## src/rtl/cache_mem_arbiter.sv

```systemverilog
// Arbitrates I-cache and D-cache block fills onto one pipelined main memory.
// Issues the winner's word reads, routes returning words, then pulses its tag write.
module cache_mem_arbiter #(
    parameter int unsigned ADDR_W = 16,
    parameter int unsigned WORDS  = 8
) (
    input  logic              clk,
    input  logic              rst_n,
    input  logic              i_miss,
    input  logic [ADDR_W-1:0] i_miss_addr,
    input  logic              d_miss,
    input  logic [ADDR_W-1:0] d_miss_addr,
    output logic              mem_enable,
    output logic [ADDR_W-1:0] mem_addr,
    input  logic              mem_data_valid,
    output logic [ADDR_W-1:0] fill_addr,
    output logic              i_fill_valid,
    output logic              d_fill_valid,
    output logic              i_write_tag,
    output logic              d_write_tag,
    output logic              i_stall,
    output logic              d_stall,
    output logic              busy
);

    localparam int unsigned OB = $clog2(WORDS) + 1;
    localparam int unsigned CW = OB;
    localparam int unsigned BW = ADDR_W - OB;

    typedef enum logic [1:0] {IDLE, FILL, DONE} state_t;
    typedef enum logic {SIDE_I, SIDE_D} side_t;

    state_t          state, state_nx;
    side_t           grant, grant_nx;
    side_t           last_served, last_served_nx;
    logic [BW-1:0]   base, base_nx;
    logic [CW-1:0]   issue_cnt, issue_cnt_nx;
    logic [CW-1:0]   recv_cnt, recv_cnt_nx;

    // Offset bits of the miss addresses are never needed: fills are block aligned.
    logic unused_offset_bits;
    assign unused_offset_bits = ^{i_miss_addr[OB-1:0], d_miss_addr[OB-1:0]};

    always_ff @(posedge clk) begin
        if (!rst_n) begin
            state       <= IDLE;
            grant       <= SIDE_D;
            last_served <= SIDE_I;
            base        <= '0;
            issue_cnt   <= '0;
            recv_cnt    <= '0;
        end else begin
            state       <= state_nx;
            grant       <= grant_nx;
            last_served <= last_served_nx;
            base        <= base_nx;
            issue_cnt   <= issue_cnt_nx;
            recv_cnt    <= recv_cnt_nx;
        end
    end

    always_comb begin
        state_nx       = state;
        grant_nx       = grant;
        last_served_nx = last_served;
        base_nx        = base;
        issue_cnt_nx   = issue_cnt;
        recv_cnt_nx    = recv_cnt;
        mem_enable     = 1'b0;
        mem_addr       = '0;
        fill_addr      = '0;
        i_fill_valid   = 1'b0;
        d_fill_valid   = 1'b0;
        i_write_tag    = 1'b0;
        d_write_tag    = 1'b0;

        case (state)
            IDLE: begin
                if (i_miss || d_miss) begin
                    // Ties alternate away from whoever was served last.
                    if (i_miss && d_miss) begin
                        grant_nx = (last_served == SIDE_I) ? SIDE_D : SIDE_I;
                    end else begin
                        grant_nx = d_miss ? SIDE_D : SIDE_I;
                    end
                    base_nx      = (grant_nx == SIDE_D) ? d_miss_addr[ADDR_W-1:OB]
                                                        : i_miss_addr[ADDR_W-1:OB];
                    issue_cnt_nx = '0;
                    recv_cnt_nx  = '0;
                    state_nx     = FILL;
                end
            end
            FILL: begin
                if (issue_cnt < CW'(WORDS)) begin
                    mem_enable   = 1'b1;
                    mem_addr     = {base, issue_cnt[OB-2:0], 1'b0};
                    issue_cnt_nx = issue_cnt + CW'(1);
                end
                if (mem_data_valid) begin
                    fill_addr = {base, recv_cnt[OB-2:0], 1'b0};
                    if (grant == SIDE_D) begin
                        d_fill_valid = 1'b1;
                    end else begin
                        i_fill_valid = 1'b1;
                    end
                    recv_cnt_nx = recv_cnt + CW'(1);
                    if (recv_cnt == CW'(WORDS - 1)) begin
                        state_nx = DONE;
                    end
                end
            end
            DONE: begin
                // An abandoned miss keeps its data but never gets its tag written.
                d_write_tag    = (grant == SIDE_D) && d_miss;
                i_write_tag    = (grant == SIDE_I) && i_miss;
                last_served_nx = grant;
                state_nx       = IDLE;
            end
            default: state_nx = IDLE;
        endcase
    end

    // Stalls are masked while reset is asserted so every output reads 0 in reset.
    assign i_stall = rst_n & i_miss & ~((state == DONE) & (grant == SIDE_I) & i_write_tag);
    assign d_stall = rst_n & d_miss & ~((state == DONE) & (grant == SIDE_D) & d_write_tag);
    assign busy    = (state != IDLE);

endmodule

```

## config.mk

```make
export PLATFORM = sky130hd
export DESIGN_NAME = cache_mem_arbiter
export DESIGN_NICKNAME = d
export VERILOG_FILES = /design/src/rtl/cache_mem_arbiter.sv
export SDC_FILE = /design/constraint.sdc
export NUM_CORES = 1
export LEC_CHECK = 0
export ABC_AREA = 1
export CORE_MARGIN = 4
export CORE_UTILIZATION = 35
export CTS_CLUSTER_DIAMETER = 100
export DETAILED_ROUTE_END_ITERATION = 8
export PLACE_DENSITY = 0.76
export SLEW_MARGIN = 30
export SYNTH_ARGS = -nofsm -noshare
export SYNTH_HDL_FRONTEND = slang
export SYNTH_SLANG_ARGS = --single-unit
```

## constraint.sdc

```tcl
create_clock -name clk -period 1.1 [get_ports clk]
set_input_delay 0.22 -clock clk [delete_from_list [all_inputs] [get_ports clk]]
set_output_delay 0.22 -clock clk [all_outputs]
set_load 0.01 [all_outputs]
```

# Word-level counts from Yosys, hierarchy flattened
# Index checks and enable logic that the tools add are counted.
[word_totals]
input_bits = 37
ff_bits = 24
wordCells = 67
[op_classes]
addsub = 2
n_eq_ne = 7
n_bitwise = 11
mux = 29
n_reduce_logical = 11
order_cmp = 1
[op_table]
columns = ["cell", "n"]
rows = [
  ["$mux W16", 4],
  ["$pmux W4 S2", 2],
  ["$mux W1", 15],
  ["$mux W12", 1],
  ["$mux W4", 3],
  ["$reduce_and A3 Y1", 3],
  ["$add A4 B1 Y4 const B", 2],
  ["$and A1 B1 Y1", 8],
  ["$ne A2 B2 Y1 const B", 4],
  ["$mux W2", 3],
  ["$eq A4 B3 Y1 const B", 1],
  ["$lt A4 B4 Y1 const B", 1],
  ["$pmux W2 S2", 1],
  ["$reduce_bool A2 Y1", 2],
  ["$logic_and A1 B1 Y1", 3],
  ["$not A1 Y1", 3],
  ["$eq A2 B1 Y1 const B", 1],
  ["$eq A2 B2 Y1 const B", 1],
  ["$logic_not A2 Y1", 1],
  ["$reduce_and A2 Y1", 1],
  ["$logic_or A1 B1 Y1", 1],
]

# Longest topological paths before layout
[logic_depth]
depth_word = 6
mapped_depth = 8
ltp_nobuf = 7

# Worst setup path before layout
# Ideal clock, no wire load.
[synth_timing]
kind = "register to output"
startpoint = "reg state[0]"
endpoint = "out mem_addr[10]"
t_arrival_ns = 0.984
n_path_buf = 1
stages_incl_launch_ff = 6
path_slack_ns = -0.104
required_time_ns = 0.880
path_cell_list = "dfxtp_1 inv_2 nor2_2 nand2_2 buf_2 nor2_1"
[synth_between]
elab_chain_cells = 2
[synth_rtl]
columns = ["item", "line_no", "source"]
rows = [
  ["start, declared", "33", "state_t state, state_nx;"],
  ["start signal, assigned", "53", "state <= state_nx;"],
  ["$eq A2 B1 Y1", "77", "case (state)"],
  ["$mux W16", "77", ""],
  ["end, declared", "14", "output logic [ADDR_W-1:0] mem_addr,"],
]
# Every way passes these cells.

# Worst setup path after layout
[layout_timing]
startpoint = "reg state[0]"
endpoint = "out i_stall"
[layout_between]
elab_chain_cells = 5
word_cells_on_any_way = 6
[layout_rtl]
columns = ["item", "line_no", "source"]
rows = [
  ["$eq A2 B2 Y1 (*)", "77, 124", ""],
  ["$and A1 B1 Y1 or $mux W1 (tied branches)", "124, 77", ""],
  ["$and A1 B1 Y1 (*)", "124", "assign i_stall = rst_n & i_miss & ~((state == DONE) & (grant == SIDE_I) & i_write_tag);"],
  ["$not A1 Y1 (*)", "124", ""],
  ["$and A1 B1 Y1 (*)", "124", ""],
  ["end, declared", "21", "output logic i_stall,"],
]
# Every way passes the cells marked *; elsewhere a longest branch is shown, timed or not.

==> metrics <==
status finished with violations; failing checks negative setup slack; # Max-Cap Violations 0; Hold Path Origin base[7]; Final Cycle Share 140%; Final GP Congestion roughly 0.82; Hold Path Depth 2; gr usage total between 10% and 20%; most frequent cells in the layout inv_1, nand2_1, buf_6; Post-Synthesis Cells between 200 and 250; final setup violation count a little over 60; setup ws final -439 ps; power share of the sequential group a little over a third; Post-DP Area 2470 um^2; first-pass GRT wire length about 7600 um; Comb pwr share approximately 34%; GR Layer Usage met3 about 3.3%; CTS sink cnt 24; clock root buffer clkbuf_8; Register-to-Register Path Depth 8; Layout Nets ~380; Hold Crit Class flop to flop; CTS tree built; busiest layer in global routing met2; RSZ-0062 raised after global routing yes; warnings from Yosys 0; Critical Path End Type output port; vias between 1500 and 2000; sw frac slightly above 30%; commonest non-fill, non-tap cell in the layout inv_1; post-layout minimum cycle time about 1500 ps; Power Total approximately 2600 uW; Synth Register Bits 24; register-to-register setup slack -320 ps; Hold Vio Cnt, Final 0; clock skew 4.07 ps; Post-DP HPWL around 3300 um; CORE AREA about 4000 um^2; M1 GR Usage between 15 and 20%; H-Tree Depth 1; Chip Height about 72 um; RR Endpoint base[5]; clock buffer depth 2; DRT iter0 DRCs between 50 and 60; clock power share between 20% and 30%; worst skew pair latency approximately 270 ps; Die W between 70 and 80 um; top post-synthesis cells by area dfxtp_1, nand2_1, nor2_1; largest area contributor in the netlist dfxtp_1; worst setup path category flop to output port; Layout area overhead 105%; Sw Pwr between 700 and 800 uW; crit start category flop; Synth top area share between 30% and 40%; Syn Area/Cell between 6 and 7 um^2; num rows 23; initial antenna violation count 0; Worst Path Required between 800 and 900 ps; static leakage 0.00134 uW; fmax ~650 MHz; M2 GR Usage 36.2%; DRC 0; Synth Cell Area 1440 um^2; port bufs between 60 and 70; count of cell types in the netlist 24; sequential share of the synthesized area roughly a third; crit path max fanout 3; vias in the first global route about 1700; Antenna diodes 0; final WL approximately 5700 um; gr ovfl total 0; die area about 5200 um^2; initial core utilization a little over a third; P_int 1830 uW; Clock Pin Slew Worst Setup and Hold Paths roughly 90 ps; TritonRoute pass-1 iters 4; vias per cell between 4 and 5; io pins 77; CTS Buf Count 3; final antenna-violating net count 0; layout cells sized above 1 53.3%; Slew Viols, Final 0; Hold Path Sink base[7]; largest net degree at the start of global routing 23; worst vdd ir approximately 0.97 mV; Setup WS pre-CTS -840 ps; fin area 2960 um^2; # hold bufs at CTS 0; wire per inst around 15 um; launch point of the worst reg-to-reg path state[0]; Crit path arrival time 1320 ps; Pwr Density around 890 nW/um^2
==> state kept, by name, summed over array words and instances, names as in the netlist <==
signal / cells
base: 12
recv_cnt: 4
state: 2
grant: 1
last_served: 1
issue_cnt: 4
==> final cells by class <==
cell class	instances	area (um^2)
well taps	50	62.6
clock inverters	1	30.0
flip-flops and latches	24	490
inverters	41	176
repair inverters	2	18.8
multi-input cells	158	1130
fillers	277	1040
clock buffers	3	41.3
repair buffers	109	1010
==> stage by stage <==
step | cells | TNS [ps] | util, % | hold slack (ps)
after floorplan | 232 | -495 | - | 388
after CTS | 382 | -18310 | 67.5 | 467
after global placement | 372 | -33290 | 61.8 | 442
after global routing | 388 | -21470 | 74.0 | 485
after detailed placement | 372 | -34540 | 61.8 | 445
final | 388 | -18420 | 74.0 | 463
==> worst max-delay path by stage <==
stage | from | endpoint | slack (ps) | cells after the start
2_1_floorplan | state[1] | fill_addr[13] | -50 | 4
6_report | state[0] | i_stall | -440 | 6
3_3_place_gp | mem_data_valid | fill_addr[4] | -800 | 5
4_1_cts | state[0] | mem_addr[4] | -390 | 6
5_1_grt | state[0] | i_stall | -500 | 6
3_5_place_dp | mem_data_valid | fill_addr[15] | -840 | 5
==> what timing repair did <==
action	CTS	global route
buffers inserted	4	6
setup endpoints to repair	61	61
gates cloned	2	1
gates resized for setup	208	77
pin swaps	7	19
endpoints found under the hold margin	0	0
==> logic make-up after synthesis <==
logic type | Yosys count | synth area share (%)
and+or+nand+nor | 128 | 37.5
AOI/OAI and AO/OA | 26 | 12.1
other | 1 | 0.260
DFF | 24 | 33.3
buffers and inverters | 50 | 15.2
adders and majority gates | 2 | 1.73
==> worst max-delay path, cell delays in order (launching register included) <==
cell and delay, ps:
dfxtp_4 360, inv_2 70, buf_4 140, nand2_2 70
nor3_2 180, nor3_1 80, buf_2 150
==> Yosys cell counts (all sizes together) <==
cell type	n
nand2	62
nor2	54
inv	41
dfxtp	24
o21ai	17
buf	9
nand3	8
a21oi	6
ha	2
nor3	2
nor3b	2
a22oi	1
conb	1
o211ai	1
o22ai	1
==> power groups by stage <==
stage	clock, uW	combinational [uW]	sequential [uW]
finish	783	889	957
global route	820	950	964
CTS	787	752	951
global placement	0	646	971
detailed placement	0	659	973
floorplan	0	339	970
==> metal layers <==
metal  vias to the layer above  share of wire (%)
met2                        57                 57
met1                       855                 36
li1                        907                  -
met3                        12                3.8
met5                         -                  0
met4                         0                2.4
Power figures use the tool's default switching activity.
